`src/rtl/aes_req_scheduler.sv`:
```
// Round-robin scheduler for one shared combinational AES encrypt/decrypt datapath.
// Operands are registered, the result is captured after a fixed settle time and then held until accepted.
module aes_req_scheduler #(
  parameter int SETTLE_CYCLES = 4,
  parameter int CNT_W         = 4
) (
  input  logic         clk,
  input  logic         rst,
  input  logic         enc_valid,
  output logic         enc_ready,
  input  logic [127:0] enc_data,
  input  logic [127:0] enc_key,
  input  logic         dec_valid,
  output logic         dec_ready,
  input  logic [127:0] dec_data,
  input  logic [127:0] dec_key,
  output logic [127:0] aes_plain_in,
  output logic [127:0] aes_cipher_in,
  output logic [127:0] aes_key,
  input  logic [127:0] aes_cipher_out,
  input  logic [127:0] aes_plain_out,
  output logic         res_valid,
  input  logic         res_ready,
  output logic [127:0] res_data,
  output logic         res_is_dec
);

  typedef enum logic [1:0] {IDLE, BUSY, DONE} state_t;

  localparam logic [CNT_W-1:0] CNT_INIT = CNT_W'(SETTLE_CYCLES - 1);

  state_t           state_reg;
  logic [CNT_W-1:0] cnt_reg;
  logic             op_reg;
  logic             last_dec_reg;
  logic             grant_enc;
  logic             grant_dec;

  // On a tie the side that did not win last time gets the grant.
  always_comb begin
    grant_enc = (state_reg == IDLE) && enc_valid && (!dec_valid || last_dec_reg);
    grant_dec = (state_reg == IDLE) && dec_valid && (!enc_valid || !last_dec_reg);
  end

  assign enc_ready = grant_enc;
  assign dec_ready = grant_dec;

  always_ff @(posedge clk or posedge rst) begin
    if (rst) begin
      state_reg     <= IDLE;
      cnt_reg       <= '0;
      op_reg        <= 1'b0;
      last_dec_reg  <= 1'b1;
      aes_plain_in  <= '0;
      aes_cipher_in <= '0;
      aes_key       <= '0;
      res_data      <= '0;
      res_is_dec    <= 1'b0;
      res_valid     <= 1'b0;
    end else begin
      case (state_reg)
        IDLE: begin
          if (grant_enc) begin
            aes_plain_in <= enc_data;
            aes_key      <= enc_key;
            op_reg       <= 1'b0;
            last_dec_reg <= 1'b0;
            cnt_reg      <= CNT_INIT;
            state_reg    <= BUSY;
          end else if (grant_dec) begin
            aes_cipher_in <= dec_data;
            aes_key       <= dec_key;
            op_reg        <= 1'b1;
            last_dec_reg  <= 1'b1;
            cnt_reg       <= CNT_INIT;
            state_reg     <= BUSY;
          end
        end
        // The datapath is a multicycle path: sample only once the count has run out.
        BUSY: begin
          if (cnt_reg == '0) begin
            res_data   <= op_reg ? aes_plain_out : aes_cipher_out;
            res_is_dec <= op_reg;
            res_valid  <= 1'b1;
            state_reg  <= DONE;
          end else begin
            cnt_reg <= cnt_reg - 1'b1;
          end
        end
        DONE: begin
          if (res_ready) begin
            res_valid <= 1'b0;
            state_reg <= IDLE;
          end
        end
        default: state_reg <= IDLE;
      endcase
    end
  end

endmodule

```
`config.mk`:
```
export PLATFORM = sky130hd
export DESIGN_NAME = aes_req_scheduler
export DESIGN_NICKNAME = d
export VERILOG_FILES = /design/src/rtl/aes_req_scheduler.sv
export SDC_FILE = /design/constraint.sdc
export NUM_CORES = 1
export LEC_CHECK = 0
export CAP_MARGIN = 25
export CORE_AREA = 2 2 508 510
export DETAILED_ROUTE_END_ITERATION = 10
export DIE_AREA = 0 0 510 512
export SYNTH_ARGS = -nofsm -noshare
export SYNTH_HDL_FRONTEND = slang
export SYNTH_SLANG_ARGS = --single-unit
```
`constraint.sdc`:
```
create_clock -name clk -period 18.5 [get_ports clk]
set_input_delay 4.625 -clock clk [delete_from_list [all_inputs] [get_ports clk]]
set_output_delay 4.625 -clock clk [all_outputs]
set_load 0.02 [all_outputs]
```
After elaboration in Yosys (flattened, before gate mapping)

Index checks and enable logic that the tools add are counted.

Logic and storage cells: 56
Output and inout bits: 516
Bits of input ports: 773
Flip-flop bits (word level): 522

Add/subtract/negate cells: 1
Mux-type cells: 17
Reductions and logical operators: 21
Eq/ne operators: 6
Bitwise gates (word level): 1

Operators by type and width:

| cell                                              | number |
|---|---|
| two-way mux 128 bit                               | 3 |
| two-way mux 4 bit                                 | 3 |
| AND reduction 3 bit                               | 4 |
| two-way mux 2 bit                                 | 4 |
| one-hot mux 4 bit (2 select lines)                | 1 |
| inequality test 2 bit (second input constant)     | 3 |
| one-hot mux 2 bit (3 select lines)                | 1 |
| AND reduction 2 bit                               | 3 |
| nonzero test 2 bit                                | 3 |
| logical AND 1 bit                                 | 4 |
| zero test 4 bit                                   | 1 |
| two-way mux 1 bit                                 | 4 |
| subtractor 4 x 1 -> 4 bit (second input constant) | 1 |
| zero test 1 bit                                   | 3 |
| inequality test 3 bit (second input constant)     | 1 |
| == test 2 x 1 -> 1 bit (second input constant)    | 1 |
| == test 2 bit (second input constant)             | 1 |
| zero test 2 bit                                   | 1 |
| logical OR 1 bit                                  | 2 |
| one-hot mux 1 bit (2 select lines)                | 1 |
| inverter 1 bit                                    | 1 |

Longest topological paths before layout

Depth in word-level cells: 6
Mapped depth: 9
Mapped depth without buffers: 6

Worst setup path after synthesis

OpenSTA, ideal clock, no wires.

Kind: input-to-output
Start point: input port dec_valid
End point: output port enc_ready
Required time: 13875 ps
Path slack: 8535 ps
Stages on the path: 5
Arrival time: 5340 ps
Buffers on the path: 2
Cells stage by stage: nand2b_1 > nand3_1 > inv_2 > buf_2 > buf_2

Word-level cells in the longest chain between the ends: 3

RTL lines:

| what              | RTL line | source |
|---|---|---|
| from (decl)       | 13       | `input logic dec_valid,` |
| zero test 1 bit   | 41       | `grant_enc = (state_reg == IDLE) && enc_valid && (!dec_valid \|\| last_dec_reg);` |
| logical OR 1 bit  | 41       |  |
| logical AND 1 bit | 41       |  |
| to (decl)         | 10       | `output logic enc_ready,` |

Every way passes these cells.

Worst setup path in the final report

Start point: input port enc_valid
End point: output port dec_ready

Word-level cells in the longest chain between the ends: 3

RTL lines:

| what              | RTL line | source |
|---|---|---|
| from (decl)       | 9        | `input logic enc_valid,` |
| zero test 1 bit   | 42       | `grant_dec = (state_reg == IDLE) && dec_valid && (!enc_valid \|\| !last_dec_reg);` |
| logical OR 1 bit  | 42       |  |
| logical AND 1 bit | 42       |  |
| to (decl)         | 14       | `output logic dec_ready,` |

Every way passes these cells.

==> summary.md <==
| Metric | Value |
|---|---|
| Status | completed |
| Avg Inst Size Synth | between 9 and 10 µm² |
| Min Tclk post-route | 11.20 ns |
| Hpwl dp | 164000 µm |
| Worst hold path endpoint | aes_cipher_in[65] |
| Reg2Reg Setup Slack | 14.69 ns |
| Clock sink count | 522 |
| Chip height | 512 µm |
| Critical path required time | 13.88 ns |
| Inserted Clock Buffers | 75 |
| Routed vias | roughly 23000 |
| WL final | 192000 µm |
| Max Clk Rate | 89.3 MHz |
| Hold Fails Final Rpt | 0 |
| GRT Max-Usage Layer | met2 |
| Hold WC Path Type | reg2reg |
| # nets final | between 4000 and 5000 |
| Hold_ws | 0.474 ns |
| Mapped Area | 0.0221 mm² |
| Wire length per cell | 26.9 µm |
| Largest net degree at the start of global routing | 169 |
| Worst-margin pin slew | between 1 and 1.5 ns |
| Global Route Usage Sum | 14.2% |
| DRC | 0 |
| Area contributors post-synth | dfrtp_1 59%, nand2_1 15%, a21oi_1 6.5% |
| ANT nets after route | 0 |
| TritonCTS clock tree | done |
| Critical Path Start Type | primary input |
| Grt total ovfl | 0 |
| Final Cycle Share | 60.5% |
| Number of global-route vias before repair | 22992 |
| Post-Synthesis Cells | between 2000 and 2500 |
| Hold_sp | aes_cipher_in[65] |
| Cell taking the most area after synthesis | dfrtp_1 |
| Worst Setup End Kind | output pin |
| Setup Crit Path Kind | in2out |
| Cts hold-fix bufs | 0 |
| Crit path launch | enc_valid |
| Final setup viols | 0 |
| Hold Path Depth | 2 |
| RSZ-0062 raised after global routing | no |
| Grt met3 use | 9.71% |
| Final TNS setup | 0 ns |
| Clock Latency Late Sink | approximately 0.71 ns |
| RD Place Congestion | a little over 0.9 |
| Synth top area share | 59.0% |
| Post-CTS Repair Setup Buffers | 0 |
| Share of cells above drive strength 1 | 7.09% |
| Critical path data arrival time | 6.57 ns |
| DRT iter0 DRCs | 1465 |
| Synth Flop Type | dfrtp_1 |
| Seq cells post-synth | between 500 and 600 |
| Synth cell types | 33 |
| Pre-antenna DRT Iters | 5 |
| Fin. max-slew vios | 0 |
| Global-route wire length before repair | 239000 µm |
| Met2 Usage GRT | 22.5% |
| Sequential area share after synthesis | 59.1% |
| Maximum vdd drop | between 0.08 and 0.09 mV |
| Starting Density | 8.64% |
| Die Span X | slightly above 500 µm |
| Async SR Flop Fraction | 100% |
| Post-synth EDFFs | 0 |
| Routing usage on met1 | 14.3% |
| Pwr dens | 173 mW/mm² |
| Leak | 17.2 nW |
| R2R depth | 8 |
| R2R Path End | aes_plain_in[109] |
| Post-CTS resize count | 0 |
| Max-cap violations | 0 |
| Slew HR | 25.6% |
| Syn. warnings | 0 |
| CTS root buf | clkbuf_16 |
| Critical path fanouts, max | 25 |
| Clock skew | roughly 0.042 ns |
| Launching point of the worst reg2reg path | state_reg[0] |
| Die area | 0.261 mm² |
| Initial antenna violation count | approximately 240 |
| Vias/cell | 3.24 |
| Syn-to-layout area delta | 87.3% |
| CTS H-Tree Depth | 3 |
| Clock slew at reported path FFs | roughly 0.05 ns |
| # rows | 186 |
| Ports | 1289 |
| Clock buffer depth | 3 |
| Core footprint | about 0.26 mm² |
| Synthesized netlist net count | 3163 |
| Port Buffer Count | 1288 |
[placed cells by master, fill, tap and decap left out, types with 12 or more instances in the layout]
master           synthesis  final
nand2_1                903    903
clkdlybuf4s50_1          0   1288
clkbuf_1                59     12
clkbuf_8                 0     13
mux2i_1                128    128
nor2_1                 260    260
clkbuf_16                0     76
dfrtp_1                521    520
diode_2                  0     65
a21oi_1                285    285
buf_4                    4     20
a21oi_2                102    102
[logic make-up (layout without fill, tap and decap cells)]
logic type | count (synthesis) | in the layout | synth area share [%]
AO/OA/AOI/OAI | 395 | 395 | 10.7
adder cells (fa/ha/maj) | 2 | 2 | 0.113
buffers and inverters | 163 | 1456 | 3.98
flip-flops | 522 | 522 | 59.1
multiplexers | 129 | 129 | 5.85
other | 0 | 65 | 0
AND/OR/NAND/NOR | 1177 | 1177 | 20.2
[synth_stat cells, types with 4 or more instances]
library cell	instances
a21oi_1	285
buf_1	9
a21oi_2	102
buf_4	4
inv_1	5
buf_2	61
nor2_1	260
mux2i_1	128
dfrtp_1	521
buf_6	22
clkbuf_1	59
nand2_1	903
[stage by stage]
stage / total power [mW] / setup slack, ns / area (µm²) / cells / utilization [%]
3_3_place_gp: 5.70 / 7.29 / 38700 / 6928 / 15.1
2_1_floorplan: 3.61 / 6.78 / 22100 / 2388 / -
6_report: 7.16 / 7.30 / 41400 / 7130 / 16.2
3_5_place_dp: 5.75 / 7.28 / 38700 / 6928 / 15.1
5_1_grt: 7.59 / 7.21 / 41300 / 7087 / 16.1
4_1_cts: 7.35 / 7.27 / 41200 / 7063 / 16.1
[cell type report]
class / instances / area [µm²]
antenna: 65 / 163
clock buffer: 101 / 2130
clock inverter: 34 / 410
fill: 28624 / 214000
inverter: 7 / 45.0
multi-input combinational: 1703 / 8180
sequential: 522 / 13100
tap: 3384 / 4230
timing repair buffer: 1314 / 13200
[how the worst max path moves through the flow]
| stage | end | slack (ns) | depth (start not counted) |
|---|---|---|---|
| after floorplan | aes_cipher_in[0] | 6.78 | 1 |
| after global placement | dec_ready | 7.29 | 5 |
| after detailed placement | dec_ready | 7.28 | 5 |
| after CTS | dec_ready | 7.27 | 5 |
| after global routing | dec_ready | 7.21 | 5 |
| final | dec_ready | 7.30 | 5 |
[critical path, stage by stage]
cell             delay (ns)
clkdlybuf4s50_1        0.50
nand2_1                0.14
nand3_4                0.28
inv_8                  0.31
clkdlybuf4s50_1        0.66
[report_power, final]
part	switching, mW	internal [mW]
clock	0.630	0.894
sequential	0.320	1.68
combinational	2.20	1.43
total	3.15	4.00
[layer usage]
layer,wire [µm],share of wire [%],up-vias
met5,980,0.51,-
met1,66800,35,10850
met2,84700,44,1383
met3,29800,16,477
li1,-,-,10227
met4,9480,4.9,150
Note: power is estimated with default switching activity, not from simulation.
